<file path="config.mk">
export PLATFORM = sky130hd
export DESIGN_NAME = fetch_unit_flat
export DESIGN_NICKNAME = d
export VERILOG_FILES = /design/src/rtl/fetch_unit_if.sv /design/src/rtl/fetch_unit.sv /design/src/flat_wrapper.sv
export SDC_FILE = /design/constraint.sdc
export NUM_CORES = 1
export LEC_CHECK = 0
export ABC_AREA = 1
export CELL_PAD_IN_SITES_DETAIL_PLACEMENT = 1
export CELL_PAD_IN_SITES_GLOBAL_PLACEMENT = 2
export CORE_MARGIN = 4
export CORE_UTILIZATION = 39
export CTS_CLUSTER_SIZE = 14
export DETAILED_ROUTE_END_ITERATION = 12
export PLACE_DENSITY_LB_ADDON = 0.1
export SYNTH_ARGS = -nofsm -noshare
export SYNTH_HDL_FRONTEND = slang
export SYNTH_SLANG_ARGS = --single-unit
export TNS_END_PERCENT = 100
</file>
<file path="constraint.sdc">
create_clock -name clk -period 4.7 [get_ports clk]
set_clock_uncertainty 0.2 [all_clocks]
set_input_delay 0.47 -clock clk [delete_from_list [all_inputs] [get_ports clk]]
set_output_delay 0.47 -clock clk [all_outputs]
set_load 0.05 [all_outputs]
</file>
<file path="src/rtl/fetch_unit_if.sv">
// Fetch unit bus bundle: request channel to the instruction responder,
// return channel from it, issue channel to the next stage and status flags.
interface fetch_unit_if #(
   parameter int PC_BIT      = 8,
   parameter int INST_ID_BIT = 8,
   parameter int OP_BIT      = 3,
   parameter int TAG_ID_BIT  = 2,
   parameter int IMM_BIT     = 4
);
   logic                   fetch_vld;
   logic                   fetch_rdy;
   logic [PC_BIT-1:0]      fetch_pc;
   logic [INST_ID_BIT-1:0] fetch_id;

   logic                   inst_vld;
   logic                   inst_rdy;
   logic [INST_ID_BIT-1:0] inst_id;
   logic                   inst_last;
   logic [OP_BIT-1:0]      inst_op;
   logic [TAG_ID_BIT-1:0]  inst_dst_reg;
   logic [TAG_ID_BIT-1:0]  inst_src_reg0;
   logic [TAG_ID_BIT-1:0]  inst_src_reg1;
   logic [IMM_BIT-1:0]     inst_imm;

   logic                   issue_vld;
   logic                   issue_rdy;
   logic [INST_ID_BIT-1:0] issue_id;
   logic                   issue_last;
   logic [OP_BIT-1:0]      issue_op;
   logic [TAG_ID_BIT-1:0]  issue_dst_reg;
   logic [TAG_ID_BIT-1:0]  issue_src_reg0;
   logic [TAG_ID_BIT-1:0]  issue_src_reg1;
   logic [IMM_BIT-1:0]     issue_imm;

   logic                   id_error;
   logic                   fetch_done;

   // The fetch unit itself
   modport master (
      output fetch_vld, fetch_pc, fetch_id,
      input  fetch_rdy,
      input  inst_vld, inst_id, inst_last, inst_op, inst_dst_reg,
             inst_src_reg0, inst_src_reg1, inst_imm,
      output inst_rdy,
      output issue_vld, issue_id, issue_last, issue_op, issue_dst_reg,
             issue_src_reg0, issue_src_reg1, issue_imm,
      input  issue_rdy,
      output id_error, fetch_done
   );

   // The surrounding environment (responder plus issue stage)
   modport slave (
      input  fetch_vld, fetch_pc, fetch_id,
      output fetch_rdy,
      output inst_vld, inst_id, inst_last, inst_op, inst_dst_reg,
             inst_src_reg0, inst_src_reg1, inst_imm,
      input  inst_rdy,
      input  issue_vld, issue_id, issue_last, issue_op, issue_dst_reg,
             issue_src_reg0, issue_src_reg1, issue_imm,
      output issue_rdy,
      input  id_error, fetch_done
   );
endinterface

</file>
<file path="src/rtl/fetch_unit.sv">
// Credit-based in-order instruction fetch unit. Requests are only issued
// while the requests in flight plus the queued instructions leave room in
// the queue, so every return can always be accepted. After the instruction
// flagged last is returned, the unit stops requesting, discards the
// over-fetched returns and reports done once everything has drained.
module fetch_unit #(
   parameter int PC_BIT      = 8,
   parameter int INST_ID_BIT = 8,
   parameter int OP_BIT      = 3,
   parameter int TAG_ID_BIT  = 2,
   parameter int IMM_BIT     = 4,
   parameter int QUEUE_SIZE  = 4
) (
   input  logic         clk,
   input  logic         rst_n,
   fetch_unit_if.master bus
);
   localparam int PTR_W = $clog2(QUEUE_SIZE);
   localparam int CNT_W = PTR_W + 1;
   localparam logic [CNT_W-1:0] QSIZE      = CNT_W'(QUEUE_SIZE);
   localparam logic [CNT_W:0]   QSIZE_WIDE = (CNT_W+1)'(QUEUE_SIZE);

   typedef enum logic [1:0] {S_FETCH, S_DRAIN, S_DONE} state_t;

   typedef struct packed {
      logic [INST_ID_BIT-1:0] id;
      logic                   last;
      logic [OP_BIT-1:0]      op;
      logic [TAG_ID_BIT-1:0]  dst;
      logic [TAG_ID_BIT-1:0]  src0;
      logic [TAG_ID_BIT-1:0]  src1;
      logic [IMM_BIT-1:0]     imm;
   } entry_t;

   state_t                 r_state;
   state_t                 w_nextState;
   logic [PC_BIT-1:0]      r_pc;
   logic [INST_ID_BIT-1:0] r_fetchId;
   logic [INST_ID_BIT-1:0] r_expId;
   logic [CNT_W-1:0]       r_outstanding;
   logic [CNT_W-1:0]       r_count;
   logic [PTR_W-1:0]       r_head;
   logic [PTR_W-1:0]       r_tail;
   logic                   r_idError;
   entry_t                 r_mem [QUEUE_SIZE];

   logic [CNT_W:0]         w_inFlight;
   logic                   w_credit;
   logic                   w_fetchVld;
   logic                   w_instRdy;
   logic                   w_issueVld;
   logic                   w_fetchHs;
   logic                   w_retHs;
   logic                   w_issueHs;
   logic                   w_push;
   entry_t                 w_newEntry;
   entry_t                 w_headEntry;

   // Outputs are forced quiet while reset is held, whatever the registers say
   assign w_inFlight = {1'b0, r_outstanding} + {1'b0, r_count};
   assign w_credit   = (w_inFlight < QSIZE_WIDE);
   assign w_instRdy  = rst_n && (r_count < QSIZE);
   assign w_issueVld = (r_count != '0);
   assign w_fetchHs  = w_fetchVld && bus.fetch_rdy;
   assign w_retHs    = bus.inst_vld && w_instRdy;
   assign w_issueHs  = w_issueVld && bus.issue_rdy;

   assign w_newEntry = '{id:   bus.inst_id,       last: bus.inst_last,
                         op:   bus.inst_op,       dst:  bus.inst_dst_reg,
                         src0: bus.inst_src_reg0, src1: bus.inst_src_reg1,
                         imm:  bus.inst_imm};
   assign w_headEntry = r_mem[r_head];

   assign bus.fetch_vld      = w_fetchVld;
   assign bus.fetch_pc       = r_pc;
   assign bus.fetch_id       = r_fetchId;
   assign bus.inst_rdy       = w_instRdy;
   assign bus.issue_vld      = w_issueVld;
   assign bus.issue_id       = w_headEntry.id;
   assign bus.issue_last     = w_headEntry.last;
   assign bus.issue_op       = w_headEntry.op;
   assign bus.issue_dst_reg  = w_headEntry.dst;
   assign bus.issue_src_reg0 = w_headEntry.src0;
   assign bus.issue_src_reg1 = w_headEntry.src1;
   assign bus.issue_imm      = w_headEntry.imm;
   assign bus.id_error       = r_idError;
   assign bus.fetch_done     = (r_state == S_DONE);

   // Next state, request enable and whether a return is kept or dropped
   always_comb begin
      w_nextState = r_state;
      w_fetchVld  = 1'b0;
      w_push      = 1'b0;
      case (r_state)
         S_FETCH: begin
            w_fetchVld = rst_n && w_credit;
            w_push     = w_retHs;
            if (w_retHs && bus.inst_last) begin
               w_nextState = S_DRAIN;
            end
         end
         S_DRAIN: begin
            if ((r_count == '0) && (r_outstanding == '0)) begin
               w_nextState = S_DONE;
            end
         end
         S_DONE:  w_nextState = S_DONE;
         default: w_nextState = S_FETCH;
      endcase
   end

   // State register, request counters, ID tracking and queue pointers
   always_ff @(posedge clk or negedge rst_n) begin
      if (!rst_n) begin
         r_state       <= S_FETCH;
         r_pc          <= '0;
         r_fetchId     <= '0;
         r_expId       <= '0;
         r_outstanding <= '0;
         r_count       <= '0;
         r_head        <= '0;
         r_tail        <= '0;
         r_idError     <= 1'b0;
      end else begin
         r_state       <= w_nextState;
         r_outstanding <= r_outstanding + CNT_W'(w_fetchHs) - CNT_W'(w_retHs);
         r_count       <= r_count + CNT_W'(w_push) - CNT_W'(w_issueHs);
         if (w_fetchHs) begin
            r_pc      <= r_pc + PC_BIT'(1);
            r_fetchId <= r_fetchId + INST_ID_BIT'(1);
         end
         if (w_retHs) begin
            r_expId <= r_expId + INST_ID_BIT'(1);
            if (bus.inst_id != r_expId) begin
               r_idError <= 1'b1;
            end
         end
         if (w_push) begin
            r_tail <= r_tail + PTR_W'(1);
         end
         if (w_issueHs) begin
            r_head <= r_head + PTR_W'(1);
         end
      end
   end

   // Queue storage needs no reset; validity is tracked by the count
   always_ff @(posedge clk) begin
      if (w_push) begin
         r_mem[r_tail] <= w_newEntry;
      end
   end
endmodule

</file>
<file path="src/flat_wrapper.sv">
// flat-port wrapper written by rule: the top's interface ports become plain ports
module fetch_unit_flat 
#(
   parameter int PC_BIT      = 8,
   parameter int INST_ID_BIT = 8,
   parameter int OP_BIT      = 3,
   parameter int TAG_ID_BIT  = 2,
   parameter int IMM_BIT     = 4,
   parameter int QUEUE_SIZE  = 4
)
  (clk, rst_n, bus_fetch_vld, bus_fetch_pc, bus_fetch_id, bus_fetch_rdy, bus_inst_vld, bus_inst_id, bus_inst_last, bus_inst_op, bus_inst_dst_reg, bus_inst_src_reg0, bus_inst_src_reg1, bus_inst_imm, bus_inst_rdy, bus_issue_vld, bus_issue_id, bus_issue_last, bus_issue_op, bus_issue_dst_reg, bus_issue_src_reg0, bus_issue_src_reg1, bus_issue_imm, bus_issue_rdy, bus_id_error, bus_fetch_done);
  fetch_unit_if #(.PC_BIT(PC_BIT), .INST_ID_BIT(INST_ID_BIT), .OP_BIT(OP_BIT), .TAG_ID_BIT(TAG_ID_BIT), .IMM_BIT(IMM_BIT)) bus_i ();
  input  logic clk;
  input  logic rst_n;
  output wire logic [$bits(bus_i.fetch_vld)-1:0] bus_fetch_vld;
  output wire logic [$bits(bus_i.fetch_pc)-1:0] bus_fetch_pc;
  output wire logic [$bits(bus_i.fetch_id)-1:0] bus_fetch_id;
  input wire logic [$bits(bus_i.fetch_rdy)-1:0] bus_fetch_rdy;
  input wire logic [$bits(bus_i.inst_vld)-1:0] bus_inst_vld;
  input wire logic [$bits(bus_i.inst_id)-1:0] bus_inst_id;
  input wire logic [$bits(bus_i.inst_last)-1:0] bus_inst_last;
  input wire logic [$bits(bus_i.inst_op)-1:0] bus_inst_op;
  input wire logic [$bits(bus_i.inst_dst_reg)-1:0] bus_inst_dst_reg;
  input wire logic [$bits(bus_i.inst_src_reg0)-1:0] bus_inst_src_reg0;
  input wire logic [$bits(bus_i.inst_src_reg1)-1:0] bus_inst_src_reg1;
  input wire logic [$bits(bus_i.inst_imm)-1:0] bus_inst_imm;
  output wire logic [$bits(bus_i.inst_rdy)-1:0] bus_inst_rdy;
  output wire logic [$bits(bus_i.issue_vld)-1:0] bus_issue_vld;
  output wire logic [$bits(bus_i.issue_id)-1:0] bus_issue_id;
  output wire logic [$bits(bus_i.issue_last)-1:0] bus_issue_last;
  output wire logic [$bits(bus_i.issue_op)-1:0] bus_issue_op;
  output wire logic [$bits(bus_i.issue_dst_reg)-1:0] bus_issue_dst_reg;
  output wire logic [$bits(bus_i.issue_src_reg0)-1:0] bus_issue_src_reg0;
  output wire logic [$bits(bus_i.issue_src_reg1)-1:0] bus_issue_src_reg1;
  output wire logic [$bits(bus_i.issue_imm)-1:0] bus_issue_imm;
  input wire logic [$bits(bus_i.issue_rdy)-1:0] bus_issue_rdy;
  output wire logic [$bits(bus_i.id_error)-1:0] bus_id_error;
  output wire logic [$bits(bus_i.fetch_done)-1:0] bus_fetch_done;
  assign bus_fetch_vld = bus_i.fetch_vld;
  assign bus_fetch_pc = bus_i.fetch_pc;
  assign bus_fetch_id = bus_i.fetch_id;
  assign bus_i.fetch_rdy = bus_fetch_rdy;
  assign bus_i.inst_vld = bus_inst_vld;
  assign bus_i.inst_id = bus_inst_id;
  assign bus_i.inst_last = bus_inst_last;
  assign bus_i.inst_op = bus_inst_op;
  assign bus_i.inst_dst_reg = bus_inst_dst_reg;
  assign bus_i.inst_src_reg0 = bus_inst_src_reg0;
  assign bus_i.inst_src_reg1 = bus_inst_src_reg1;
  assign bus_i.inst_imm = bus_inst_imm;
  assign bus_inst_rdy = bus_i.inst_rdy;
  assign bus_issue_vld = bus_i.issue_vld;
  assign bus_issue_id = bus_i.issue_id;
  assign bus_issue_last = bus_i.issue_last;
  assign bus_issue_op = bus_i.issue_op;
  assign bus_issue_dst_reg = bus_i.issue_dst_reg;
  assign bus_issue_src_reg0 = bus_i.issue_src_reg0;
  assign bus_issue_src_reg1 = bus_i.issue_src_reg1;
  assign bus_issue_imm = bus_i.issue_imm;
  assign bus_i.issue_rdy = bus_issue_rdy;
  assign bus_id_error = bus_i.id_error;
  assign bus_fetch_done = bus_i.fetch_done;
  fetch_unit #(.PC_BIT(PC_BIT), .INST_ID_BIT(INST_ID_BIT), .OP_BIT(OP_BIT), .TAG_ID_BIT(TAG_ID_BIT), .IMM_BIT(IMM_BIT), .QUEUE_SIZE(QUEUE_SIZE)) u_core (.clk(clk), .rst_n(rst_n), .bus(bus_i));
endmodule
</file>
==> results.cfg, run 1 <==
[floorplan]
die_h_um = 125
core_area_um2 = 13300
die_w_um = 125
die_area_um2 = 15700
ioPinCount = 70
fp-row-count = 42
start_util = 0.402

[routing]
wl_met1_um = 5520
wl_um = 12500
first_iter_violations = 257
dr_wl_met3_um = 406
wl_per_cell_um = 16.9
routed.top_layer = met4
vias = 3617
route.met2.wl_um = 6370
drc = 0
via_per_inst = 4.91
firstDrtPassIters = 4
drtAntennaViolNets = 0

[finish]
seqCellArea_um2 = 3570
nNetsFinal = 594
fill_cells = 1417
multi_input_area_um2 = 1570
antenna_cells = 0
areaGrowthSynthToFinish_pct = 27.6
drive_gt1_frac = 0.0732

[clock_network]
cts_made_buffers = 17
clk_path_buf_depth = 2
cts.sinks = 125
cts_root_buf = clkbuf_16
cts_setup_buffers = 0
cts.htree.levels = 4
cts_tree = yes
clock_latency_ns = 0.41
clkTransAtPathRegs_ns = 0.05

[yosys]
netlist.top_cell.by_area = edfxtp_1
synth_edf_count = 88
ys_top_cells_by_area = edfxtp_1, dfrtp_1, nand2_1
yosys_warnings = 0
yosysUniqueCellTypes = 25
syn_area_per_cell_um2 = 11.5
ys_seq_area_frac = 0.665
ys.flop_type = edfxtp_1
synth.most_common_cell = edfxtp_1
async_reset_ff_frac = 0.296
synthesis.area_um2 = 5370
netlist.area_leader.share = 0.492
synth_cells = 468
synthTopCellsByCount = edfxtp_1, nand2_1, nor2_1, o21ai_0, inv_1
syn_nets = 514
synth-seq-cells = 125

[power]
total_power_mw = 4.68
power_density_nw_per_um2 = 683
power.internal_mw = 2.81
leakage_nw = 2.68
p_comb_frac = 0.405
ir_worst_vdd_v = 0.000348
clkPwrFrac = 0.279
seqPwrFrac = 0.316
p_sw_frac = 0.399
switchingPower_mw = 1.87

[setup_path]
crit_arrival_ns = 3.16
cp-startpoint = u_core.r_head[1]
crit_fanout = 24
start_kind = flip-flop
path_class = reg2out
cp.required_ns = 4.03
r2r-start = u_core.r_state[0]
cp-end-kind = primary output

[sta]
hold_viol = 0
setup_violations = 0
worstMarginPinSlew_ns = 0.825
tns_ns = 0
finalCritPeriodShare = 0.815
slew_headroom = 0.450
period_needed_ns = 3.83
slew_violations = 0
fmax_mhz = 261
rsz0062_at_grt = no

[grt]
grt_usage = 0.168
grt_pass1_wl_um = 20500
grt_pass1_vias = 4002
antenna_found_initial = 0
grt_max_degree = 46
overflow = 0

[flow_run]
max_cap_viol_count = 0

[hold_path]
hold_start = u_core.bus.id_error
hp-class = reg2reg

[placement]
place_hpwl_um = 8130
io_buffers = 69
place.gp.congestion = 0.727

[status]
status = completed
power by group through the flow:
stage	sequential (mW)	combinational [mW]	clock, mW
2_1_floorplan	1.55	1.23	0
3_3_place_gp	1.49	1.88	0
3_5_place_dp	1.50	1.92	0
4_1_cts	1.48	1.93	1.33
5_1_grt	1.51	2.06	1.39
6_report	1.48	1.89	1.31
sequential cells by signal, summed over array words and instances, names as in the netlist:
name and cells:
u_core.r_tail 2, u_core.r_state 2, u_core.r_head 2, u_core.bus.fetch_pc 8, u_core.bus.id_error 1, u_core.r_count 3, u_core.bus.fetch_id 8, u_core.r_outstanding 3
u_core.r_expId 8, u_core.r_mem 88
worst max-delay path, stage by stage, from the launching register on:
cell and delay (ns):
dfrtp_1 0.69, inv_1 0.72, o21ai_0 0.25, o22ai_1 0.24
clkdlybuf4s50_1 0.85
area by class of cell:
| type | count | share of cell area |
|---|---|---|
| Clock buffer | 20 | 0.0638 |
| Clock inverter | 11 | 0.0217 |
| Inverter | 43 | 0.0239 |
| Multi-Input combinational cell | 285 | 0.229 |
| Sequential cell | 125 | 0.521 |
| Tap cell | 176 | 0.0322 |
| Timing Repair Buffer | 76 | 0.108 |
metrics by stage:
stage / setup slack, ns / util / hold slack [ns] / std cells / area, um2
after floorplan: 2.08 / - / -0.0256 / 468 / 5370
after global placement: 1.40 / 0.468 / 0.197 / 704 / 6250
after detailed placement: 1.33 / 0.468 / 0.202 / 704 / 6250
after CTS: 0.786 / 0.513 / 0.279 / 736 / 6850
after global routing: 0.681 / 0.513 / 0.314 / 736 / 6850
final: 0.871 / 0.513 / 0.270 / 736 / 6850
repair_timing:
action                    in CTS  in global routing
hold endpoints to repair      11                  0
gates resized for setup        0                  0
hold buffers                   1                  0
path summary, 6_finish.rpt:
path / end / slack (ns) / depth (start not counted)
worst max-delay path: bus_issue_id[7] / 0.87 / 4
worst min register to register: u_core.bus.id_error / 0.27 / 2
worst max register to register: u_core.r_outstanding[2] / 2.14 / 12
worst min-delay path: u_core.bus.id_error / 0.27 / 2
max in group asynchronous: u_core.bus.id_error / 3.22 / 3
min in group asynchronous: u_core.r_count[0] / 0.38 / 2
placed cells by master, fill, tap and decap left out, types with 13 or more instances in the layout:
| cell | instances |
|---|---|
| nand2_1 | 78 |
| o21ai_0 | 48 |
| edfxtp_1 | 88 |
| o22ai_1 | 22 |
| inv_1 | 39 |
| clkdlybuf4s50_1 | 68 |
| ha_1 | 17 |
| xnor2_1 | 14 |
| dfrtp_1 | 37 |
| clkbuf_16 | 17 |
| nor2_1 | 59 |
| xor2_1 | 13 |
| nand3_1 | 14 |
logic make-up (layout without fill, tap and decap cells):
group / count (synthesis) / after routing / share of synthesized area
simple gates: 164 / 164 / 0.124
fa+ha+maj: 19 / 19 / 0.0471
flops: 125 / 125 / 0.665
buf+inv: 58 / 150 / 0.0448
xor+xnor: 27 / 27 / 0.0441
compound gates: 75 / 75 / 0.0751
layer usage:
| metal | global-route usage | vias to the layer above |
|---|---|---|
| li1 | - | 1746 |
| met1 | 0.204 | 1788 |
| met2 | 0.291 | 68 |
| met3 | 0.0405 | 15 |
| met4 | 0.0631 | 0 |
| met5 | 0 | - |
(Power assumes the default switching activity.)
==> run 2: changes to the inputs <==
--- a/config.mk
+++ b/config.mk
@@ -9,7 +9,7 @@
 export CELL_PAD_IN_SITES_DETAIL_PLACEMENT = 1
 export CELL_PAD_IN_SITES_GLOBAL_PLACEMENT = 2
 export CORE_MARGIN = 4
-export CORE_UTILIZATION = 39
+export CORE_UTILIZATION = 36
 export CTS_CLUSTER_SIZE = 14
 export DETAILED_ROUTE_END_ITERATION = 12
 export PLACE_DENSITY_LB_ADDON = 0.1
==> constraint.sdc (replaced) <==
create_clock -name clk -period 3.8 [get_ports clk]
set_clock_uncertainty 0.2 [all_clocks]
set_input_delay 0.38 -clock clk [delete_from_list [all_inputs] [get_ports clk]]
set_output_delay 0.38 -clock clk [all_outputs]
set_load 0.05 [all_outputs]
==> run 2 against run 1 <==
  * Via count grew 0.75%
  * Setup slack got worse by 0.31 ns
  * Critical path depth stayed put
  * Sequential power up 21%
  * Routed wire length increased by 2.8%
  * Non-clock buffer count rose by 1
  * Critical endpoint is now bus_issue_src_reg0[1]
  * Largest cell class unchanged
  * Highest routed layer unchanged
==> results.cfg, run 2 (synthesized netlist as in run 1, its figures left out) <==
[status]
status = completed

[routing]
wl_per_cell_um = 17.2
routed.top_layer = met4
wl_met1_um = 5820
route.met2.wl_um = 6260
first_iter_violations = 206
wl_um = 12800
via_per_inst = 4.88
drc = 0
vias = 3644
firstDrtPassIters = 4
drtAntennaViolNets = 0
dr_wl_met3_um = 461

[floorplan]
die_h_um = 130
die_w_um = 130
core_area_um2 = 14600
start_util = 0.368
die_area_um2 = 16900
fp-row-count = 44
ioPinCount = 70

[grt]
grt_max_degree = 46
grt_usage = 0.163
grt_pass1_wl_um = 20900
grt_pass1_vias = 3958
overflow = 0
antenna_found_initial = 0

[setup_path]
start_kind = flip-flop
worst_path_largest_cell_delay_ns = 0.84
path_cells = inv_1 -> o21ai_0 -> o22ai_1 -> clkdlybuf4s50_1
cp-end-kind = primary output
path_class = reg2out
cp.required_ns = 3.22
critPathSlowestCell = clkdlybuf4s50_1
crit_fanout = 22
crit_arrival_ns = 2.66

[flow_run]
max_cap_viol_count = 0

[clock_network]
postCtsResizedCells = 0
clock_latency_ns = 0.41
cts.sinks = 125
hold_buffers = 1
cts.htree.levels = 4
cts_tree = yes
cts_setup_buffers = 0
cts_root_buf = clkbuf_16
clk_path_buf_depth = 2
clkTransAtPathRegs_ns = 0.06
cts_made_buffers = 17

[sta]
hold_viol = 0
slew_violations = 0
slew_headroom = 0.487
period_needed_ns = 3.24
fin_ws_ns = 0.559
worstMarginPinSlew_ns = 0.769
finalCritPeriodShare = 0.853
setup_violations = 0
rsz0062_at_grt = no
fmax_mhz = 309
tns_ns = 0

[finish]
design_area_um2 = 6910
regMostFlops = u_core.r_mem
most-common-layout-cells = edfxtp_1, nand2_1, clkdlybuf4s50_1
seqCellArea_um2 = 3570
antenna_cells = 0
utilization = 0.473
fill_cells = 1515
nNetsFinal = 595
areaGrowthSynthToFinish_pct = 28.7
final_common_cell = edfxtp_1
largest_reg_flops = 88
multi_input_area_um2 = 1570
drive_gt1_frac = 0.0872

[placement]
place.gp.congestion = 0.720
io_buffers = 69
place_ws_ns = 0.989
place_hpwl_um = 8550
dpl_cell_area_um2 = 6290

[power]
leakage_nw = 2.69
total_power_mw = 5.83
power_density_nw_per_um2 = 845
ir_worst_vdd_v = 0.000319

[hold_path]
hp-class = in2async
## run 2: path summary, 6_finish.rpt
path	startpoint	to	slack, ns	cells after the start
max	u_core.r_head[1]	bus_issue_src_reg0[1]	0.56	4
min	rst_n	u_core.r_outstanding[0]	0.22	2
max reg2reg	u_core.r_state[0]	u_core.r_outstanding[2]	1.23	12
min reg2reg	u_core.bus.id_error	u_core.bus.id_error	0.30	2
max in group asynchronous	rst_n	u_core.r_expId[0]	2.46	3
min in group clk	u_core.bus.id_error	u_core.bus.id_error	0.30	2
## run 2: layout make-up
class	instances	share of cell area
clock buffer	21	0.0667
clock inverter	11	0.0205
inverter	43	0.0237
multi-input combinational	285	0.227
sequential	125	0.517
tap	184	0.0333
timing repair buffer	77	0.112
## run 2: critical path, delay by kind of cell (launching register included)
kind	cells	cell delay, ns
buffers and inverters	2	1.41
AO/OA/AOI/OAI	2	0.45
flip-flops	1	0.39
## run 2: report_power, final
part / total [mW] / internal (mW) / leakage, nW / switching (mW)
Combinational: 2.41 / 0.766 / 1.15 / 1.64
Sequential: 1.79 / 1.64 / 1.25 / 0.147
Clock: 1.64 / 1.06 / 0.289 / 0.577
Total: 5.83 / 3.47 / 2.69 / 2.36
## run 2: metal layers
layer,vias up,track usage
li1,1743,-
met1,1822,0.204
met2,59,0.268
met3,20,0.0422
met4,0,0.0654
met5,-,0
## run 2: through the flow
step	hold slack (ns)	instances
finish	0.220	746
global placement	0.123	713
CTS	0.221	746
detailed placement	0.120	713
global route	0.240	746
floorplan	-0.116	468
